File: src/rtl/fetch_stage_pkg.sv
// rtl/fetch_stage_pkg.sv - shared pipeline constants for fetch, NPC calculator and IM
package fetch_stage_pkg;

  // Address widths shared with the next-PC calculator and instruction memory
  localparam int unsigned ADDR_W      = 32;
  localparam int unsigned IM_WORDS    = 4096;
  localparam int unsigned IM_WORD_AW  = 12;            // word index into IM
  localparam int unsigned IM_BYTE_AW  = IM_WORD_AW + 2; // byte offset into IM

  // Fetch PC after reset; also the base of the instruction-memory window
  localparam logic [ADDR_W-1:0] PC_RESET = 32'h0000_3000;

  // Last legal word address of the instruction-memory window
  localparam logic [ADDR_W-1:0] PC_LAST =
    PC_RESET + (ADDR_W'(IM_WORDS) << 2) - 32'd4;

  // Bubble encoding (sll $0,$0,0)
  localparam logic [31:0] NOP = 32'h0000_0000;

  // Link distance past a jal/jalr: skips the delay slot
  localparam logic [ADDR_W-1:0] LINK_OFFSET = 32'd8;

  // Unsigned window check on the full 32-bit fetch address
  function automatic logic pc_in_range(input logic [ADDR_W-1:0] pc);
    return (pc >= PC_RESET) && (pc <= PC_LAST);
  endfunction

  // Address error on fetch: misaligned word or outside the IM window
  function automatic logic pc_adel(input logic [ADDR_W-1:0] pc);
    return (pc[1:0] != 2'b00) || !pc_in_range(pc);
  endfunction

endpackage

File: src/rtl/fd_pipe_reg.sv
// rtl/fd_pipe_reg.sv - IF/ID pipeline register with reset/flush/stall priority
module fd_pipe_reg
  import fetch_stage_pkg::*;
(
  input  logic              clk_i,
  input  logic              reset_i,
  input  logic              flush_i,
  input  logic              stall_i,
  input  logic [31:0]       instr_i,
  input  logic [ADDR_W-1:0] pc_i,
  input  logic              adel_i,
  output logic [31:0]       instr_o,
  output logic [ADDR_W-1:0] pc_o,
  output logic              valid_o,
  output logic              adel_o
);

  logic [31:0]       instr_q, instr_d;
  logic [ADDR_W-1:0] pc_q,    pc_d;
  logic              valid_q, valid_d;
  logic              adel_q,  adel_d;

  // Next-state: flush beats stall so a stalled D slot can still be squashed
  always_comb begin
    instr_d = instr_q;
    pc_d    = pc_q;
    valid_d = valid_q;
    adel_d  = adel_q;
    if (flush_i) begin
      instr_d = NOP;
      pc_d    = pc_i;
      valid_d = 1'b0;
      adel_d  = 1'b0;
    end else if (!stall_i) begin
      // A faulting fetch must not hand garbage to decode; it travels as a nop
      instr_d = adel_i ? NOP : instr_i;
      pc_d    = pc_i;
      valid_d = 1'b1;
      adel_d  = adel_i;
    end
  end

  // State register; reset loads a bubble sitting at the reset PC
  always_ff @(posedge clk_i or posedge reset_i) begin
    if (reset_i) begin
      instr_q <= NOP;
      pc_q    <= PC_RESET;
      valid_q <= 1'b0;
      adel_q  <= 1'b0;
    end else begin
      instr_q <= instr_d;
      pc_q    <= pc_d;
      valid_q <= valid_d;
      adel_q  <= adel_d;
    end
  end

  assign instr_o = instr_q;
  assign pc_o    = pc_q;
  assign valid_o = valid_q;
  assign adel_o  = adel_q;

endmodule

File: src/rtl/fetch_stage.sv
// rtl/fetch_stage.sv - MIPS fetch stage: program counter, range check, IF/ID register
module fetch_stage
  import fetch_stage_pkg::*;
(
  input  logic              clk,
  input  logic              reset,
  input  logic              stall,
  input  logic              flush,
  input  logic              npcValid,
  input  logic [ADDR_W-1:0] NPC,
  input  logic [31:0]       imInstr,
  output logic [ADDR_W-1:0] F_PC,
  output logic              F_AdEL,
  output logic [31:0]       D_Instr,
  output logic [ADDR_W-1:0] D_PC,
  output logic [ADDR_W-1:0] D_PC8,
  output logic              D_Valid,
  output logic              D_AdEL
);

  logic [ADDR_W-1:0] pc_q, pc_d;

  // Next PC: stall holds (the branch re-asserts npcValid later), redirect
  // loads the target even if it is bad so the fault is reported, else PC+4
  always_comb begin
    pc_d = pc_q;
    if (!stall) begin
      if (npcValid) begin
        pc_d = NPC;
      end else begin
        pc_d = pc_q + 32'd4;
      end
    end
  end

  // Program counter register
  always_ff @(posedge clk or posedge reset) begin
    if (reset) begin
      pc_q <= PC_RESET;
    end else begin
      pc_q <= pc_d;
    end
  end

  assign F_PC   = pc_q;
  assign F_AdEL = pc_adel(pc_q);

  // The delay slot at F_PC is latched normally on a redirect; only flush squashes
  fd_pipe_reg u_fd_pipe_reg (
    .clk_i   (clk),
    .reset_i (reset),
    .flush_i (flush),
    .stall_i (stall),
    .instr_i (imInstr),
    .pc_i    (pc_q),
    .adel_i  (F_AdEL),
    .instr_o (D_Instr),
    .pc_o    (D_PC),
    .valid_o (D_Valid),
    .adel_o  (D_AdEL)
  );

  assign D_PC8 = D_PC + LINK_OFFSET;

endmodule

File: config.mk
export PLATFORM = sky130hd
export DESIGN_NAME = fetch_stage
export DESIGN_NICKNAME = d
export VERILOG_FILES = /design/src/rtl/fetch_stage_pkg.sv /design/src/rtl/fd_pipe_reg.sv /design/src/rtl/fetch_stage.sv
export SDC_FILE = /design/constraint.sdc
export NUM_CORES = 1
export LEC_CHECK = 0
export ABC_AREA = 1
export CORE_MARGIN = 4
export CORE_UTILIZATION = 45
export CTS_CLUSTER_DIAMETER = 60
export CTS_CLUSTER_SIZE = 20
export DETAILED_ROUTE_END_ITERATION = 10
export GPL_TIMING_DRIVEN = 0
export PLACE_DENSITY = 0.8
export REMOVE_ABC_BUFFERS = 1
export SKIP_CTS_REPAIR_TIMING = 1
export SYNTH_ARGS = -nofsm -noshare
export SYNTH_HDL_FRONTEND = slang
export SYNTH_SLANG_ARGS = --single-unit
File: constraint.sdc
create_clock -name clk -period 3.2 [get_ports clk]
set_input_delay 0.32 -clock clk [delete_from_list [all_inputs] [get_ports clk]]
set_output_delay 0.32 -clock clk [all_outputs]
set_load 0.02 [all_outputs]
## Word level (Yosys, flattened, before mapping)

Index checks and enable logic that the tools add are counted.

| operators by class | value |
|---|---|
| add/sub/neg operators | 2 |
| eq/ne operators | 1 |
| reductions and logical operators | 4 |
| multiplexer cells | 10 |
| order comparisons | 2 |

Operators by type and width:

| kind | number |
|---|---|
| $mux 32 | 6 |
| $add 32x3->32 const B | 1 |
| $add 32x4->32 const B | 1 |
| $ge 32x14->1 const B | 1 |
| $le 32x15->1 const B | 1 |
| $mux 1 | 4 |
| $ne 2x1->1 const B | 1 |
| $reduce_bool 2->1 | 1 |
| $logic_and 1x1->1 | 1 |
| $logic_not 1->1 | 1 |
| $logic_or 1x1->1 | 1 |

| storage, ports and cells | value |
|---|---|
| input bits | 69 |
| output and inout port bits | 131 |
| register bits after elaboration | 98 |

## Logic depth before layout (Yosys ltp)

| depth | value |
|---|---|
| depth in word-level cells | 7 |
| depth in mapped cells | 10 |

## By module

Synthesis repeated with hierarchy kept, for this count alone.

| second synthesis, totals | value |
|---|---|
| cell total of the unflattened synthesis | 858 |
| area, all modules | 5968.2 um^2 |

By module, submodules not included:

| module | area each (um^2) | times used | seq. area each (um^2) | cells an instance |
|---|---|---|---|---|
| fetch_stage | 3115.5 | 1 | 803.3 | 503 |
| fd_pipe_reg | 2852.7 | 1 | 1654.1 | 355 |

## Worst setup path before layout

Ideal clock, no wire load.

| path | value |
|---|---|
| kind | register to output |
| from | register u_fd_pipe_reg.pc_q[4], in the netlist u_fd_pipe_reg.pc_o[4] |
| to | output port D_PC8[19] |
| setup slack | 1.177 ns |
| stages on the path, launching flop included | 7 |
| buffers on the path | 0 |
| data arrival time | 1.703 ns |
| cell sequence | dfrtp_1 -> ha_1 -> nand2_4 -> nor3_4 -> nand2_4 -> nor3_2 -> xor2_1 |

| between the ends | value |
|---|---|
| cells in the longest elaborated chain, start to end | 1 |

Ends and longest elaborated chain:

| element | RTL line | text |
|---|---|---|
| from (decl) | fd_pipe_reg.sv:19 | `logic [ADDR_W-1:0] pc_q, pc_d;` |
| from (signal assigned) | fd_pipe_reg.sv:52 | `pc_q <= pc_d;` |
| $add 32x4->32 | fetch_stage.sv:63 | `assign D_PC8 = D_PC + LINK_OFFSET;` |
| to (decl) | fetch_stage.sv:16 | `output logic [ADDR_W-1:0] D_PC8,` |

Every way passes these cells.

## Final worst setup path

| path | value |
|---|---|
| from | register pc_q[31], in the netlist F_PC[31] |
| to | output port F_AdEL |

| between the ends | value |
|---|---|
| cells in the longest elaborated chain, start to end | 4 |

Ends and longest elaborated chain:

| element | RTL line | text |
|---|---|---|
| from (decl) | fetch_stage.sv:21 | `logic [ADDR_W-1:0] pc_q, pc_d;` |
| from (signal assigned) | fetch_stage.sv:41 | `pc_q <= pc_d;` |
| $ge 32x14->1 / $le 32x15->1 (equally long branches) | fetch_stage_pkg.sv:25 | `return (pc >= PC_RESET) && (pc <= PC_LAST);` |
| $logic_and 1x1->1 (*) | fetch_stage_pkg.sv:25 |  |
| $logic_not 1->1 (*) | fetch_stage_pkg.sv:30 | `return (pc[1:0] != 2'b00) \|\| !pc_in_range(pc);` |
| $logic_or 1x1->1 (*) | fetch_stage_pkg.sv:30 |  |
| to (decl) | fetch_stage.sv:13 | `output logic F_AdEL,` |

Every way passes the cells marked *; elsewhere a longest branch is shown, timed or not.

==> impl_metrics.ini <==
[flow_run]
maxCapViolCount = 0

[synthesis]
synthTopCellsByArea = dfrtp_1 41%, nand2_1 20%, nand3_1 7.2%, nor2_1 4.8%, inv_1 4.6%
yosysUniqueCellTypes = 37
synth_edf_count = 0
yosys_warnings = 0
synth_common_cells = 299 x nand2_1, 94 x dfrtp_1, 82 x nand3_1, 73 x nor2_1, 69 x inv_1
synth-seq-cells = 98
synth_top_area_frac = 0.415
synth_top_cell_by_area = dfrtp_1
synth-main-ff-cell = dfrtp_1
avgSynthCellArea_um2 = 7.12
async_reset_ff_frac = 1.00
seq_area_frac_synth = 0.433
yosysMostFrequentCell = nand2_1
synth_cells = 797
netlist_area_um2 = 5670

[worst_hold_path]
hold_class = input port to asynchronous set/reset pin

[critical_path]
worst_ep_arrival_time_ns = 2.67
crit_family = simple AND/OR/NAND/NOR gates
worstPathCellList = inv_1 -> nand3_1 -> nor2_1 -> o21ai_1 -> nor2_4 -> inv_1 -> clkdlybuf4s50_1
worst_ep_required_time_ns = 2.88
setup.worst_path.class = register to output port
end_kind = output port
cp_common_cell = inv_1
cp_slowest_cell = nor2_4
path_buf_inv = 3
cp_max_fo = 33
critPathLaunchType = register
slowest_delay_ns = 0.63

[drt]
wl_mm = 18.6
post_drt_wl_per_cell_um = 16.1
drtAntennaViolNets = 0
drt-initial-drc-count = 408
vias = 5960
vias_per_cell = 5.16
firstDrtPassIters = 5
remaining_drc_errors = 0

[clock_network]
cts-root-buf = clkbuf_16
cts_made_buffers = 9
htree_num_levels = 3
cts_sinks = 98
cts_tree = built
path_clk_slew_ns = 0.07
clk_path_buf_depth = 2
clk_latency_ns = 0.35

[layout]
fin_cells = 1156
nets = 1055
fillers = 1053
drive_above_1_share = 0.0476
area_growth_pct = 43.3
n_antenna_cell = 0
seq_area_um2 = 2460
multiInputGateArea_um2 = 2820

[global_routing]
grt_overflow = 0
grt_use_total = 0.254
grt_pass1_vias = 5811
antenna_found_initial = 0
grt_pass1_wl_mm = 29.4
grt_max_degree = 58

[timing]
skew_ns = 0.00748
finalWorstSetupSlack_ns = 0.212
post-route-period-util = 0.934
maxSlewHeadroom = 0.360
finalCriticalPeriod_ns = 2.99
setup_violations = 0
hold_viol_final = 0
fmax_mhz = 335
rsz0062_at_grt = no
tns_ns = 0
worstMarginPinSlew_ns = 0.959
slew_viol_final = 0

[outcome]
status = finished clean

[floorplanning]
die_y_um = 120
io_pins = 200
dieWidth_um = 120
initial_utilization = 0.466
die_area_um2 = 14500
rows = 40
coreArea_um2 = 12200

[placed_design]
finalWeightedCongestion = 0.981
port_buffers = 199
place_ws_ns = -0.171
dp_cells = 1139
place_hpwl_mm = 14.1

[power_and_ir_drop]
p_leak_uw = 0.00366
power_density_nw_per_um2 = 481
vdd_drop_max_mv = 0.237
power_uw = 3910
-- per-stage QoR --
stage	instance area (um2)	utilization	hold slack, ns
2_1_floorplan	5530	-	0.386
3_3_place_gp	7730	0.635	0.461
3_5_place_dp	7820	0.643	0.464
4_1_cts	8120	0.667	0.446
5_1_grt	8130	0.668	0.477
6_report	8130	0.668	0.417
-- area by class of cell --
cell class / count / area share
flip-flops and latches: 98 / 0.302
repair buffers: 202 / 0.254
well taps: 168 / 0.0259
multi-input cells: 601 / 0.348
clock buffers: 12 / 0.0303
clock inverters: 4 / 0.00631
inverters: 71 / 0.0331
-- cell usage in the layout (no fill, tap or decap), drive strengths merged, types with 3 or more instances in the layout --
| master | count |
|---|---|
| nand3b | 4 |
| o21ai | 51 |
| inv | 70 |
| dfrtp | 94 |
| buf | 3 |
| clkbuf | 12 |
| ha | 3 |
| nand2 | 304 |
| o211ai | 5 |
| clkdlybuf4s50 | 199 |
| clkinv | 3 |
| dfstp | 4 |
| nor3 | 21 |
| nand4 | 12 |
| nor2 | 82 |
| xnor2 | 8 |
| xor2 | 17 |
| nand3 | 82 |
-- flip-flops by register name, summed over array words and instances (netlist names) --
signal / flops
F_PC: 32
u_fd_pipe_reg.valid_o: 1
u_fd_pipe_reg.adel_o: 1
u_fd_pipe_reg.pc_o: 32
u_fd_pipe_reg.instr_o: 32
-- worst paths after layout --
check                                     startpoint                         to  slack (ns)  cells past startpoint
setup / recovery                            F_PC[31]                     F_AdEL        0.21                      7
hold / removal                                 reset  u_fd_pipe_reg.instr_o[17]        0.42                      2
setup reg to reg                            F_PC[31]       u_fd_pipe_reg.adel_o        1.21                      8
hold reg to reg            u_fd_pipe_reg.instr_o[16]  u_fd_pipe_reg.instr_o[16]        0.48                      2
max in group asynchronous                      reset                   F_PC[12]        2.06                      3
min in group clk           u_fd_pipe_reg.instr_o[16]  u_fd_pipe_reg.instr_o[16]        0.48                      2
-- where the power goes --
group / leakage, uW / switching, uW / internal [uW] / total (uW)
registers: 0.00123 / 206 / 1370 / 1570
logic: 0.00228 / 697 / 550 / 1250
clock network: 0.000143 / 460 / 628 / 1090
-- layer usage --
metal | track usage | share of wire
met1 | 0.341 | 0.42
met2 | 0.420 | 0.48
met3 | 0.0281 | 0.067
met4 | 0.106 | 0.030
met5 | 0 | 0
-- logic make-up (layout without fill, tap and decap cells) --
family                     after synthesis  count (layout)  share of synthesized area
DFF                                     98              98                      0.433
xor gates and xnor gates                25              25                     0.0399
AOI/OAI and AO/OA                       63              63                     0.0607
adders and majority gates                3               3                    0.00662
and+or+nand+nor                        509             510                      0.387
buffers and inverters                   99             289                     0.0726
(Power assumes the default switching activity.)
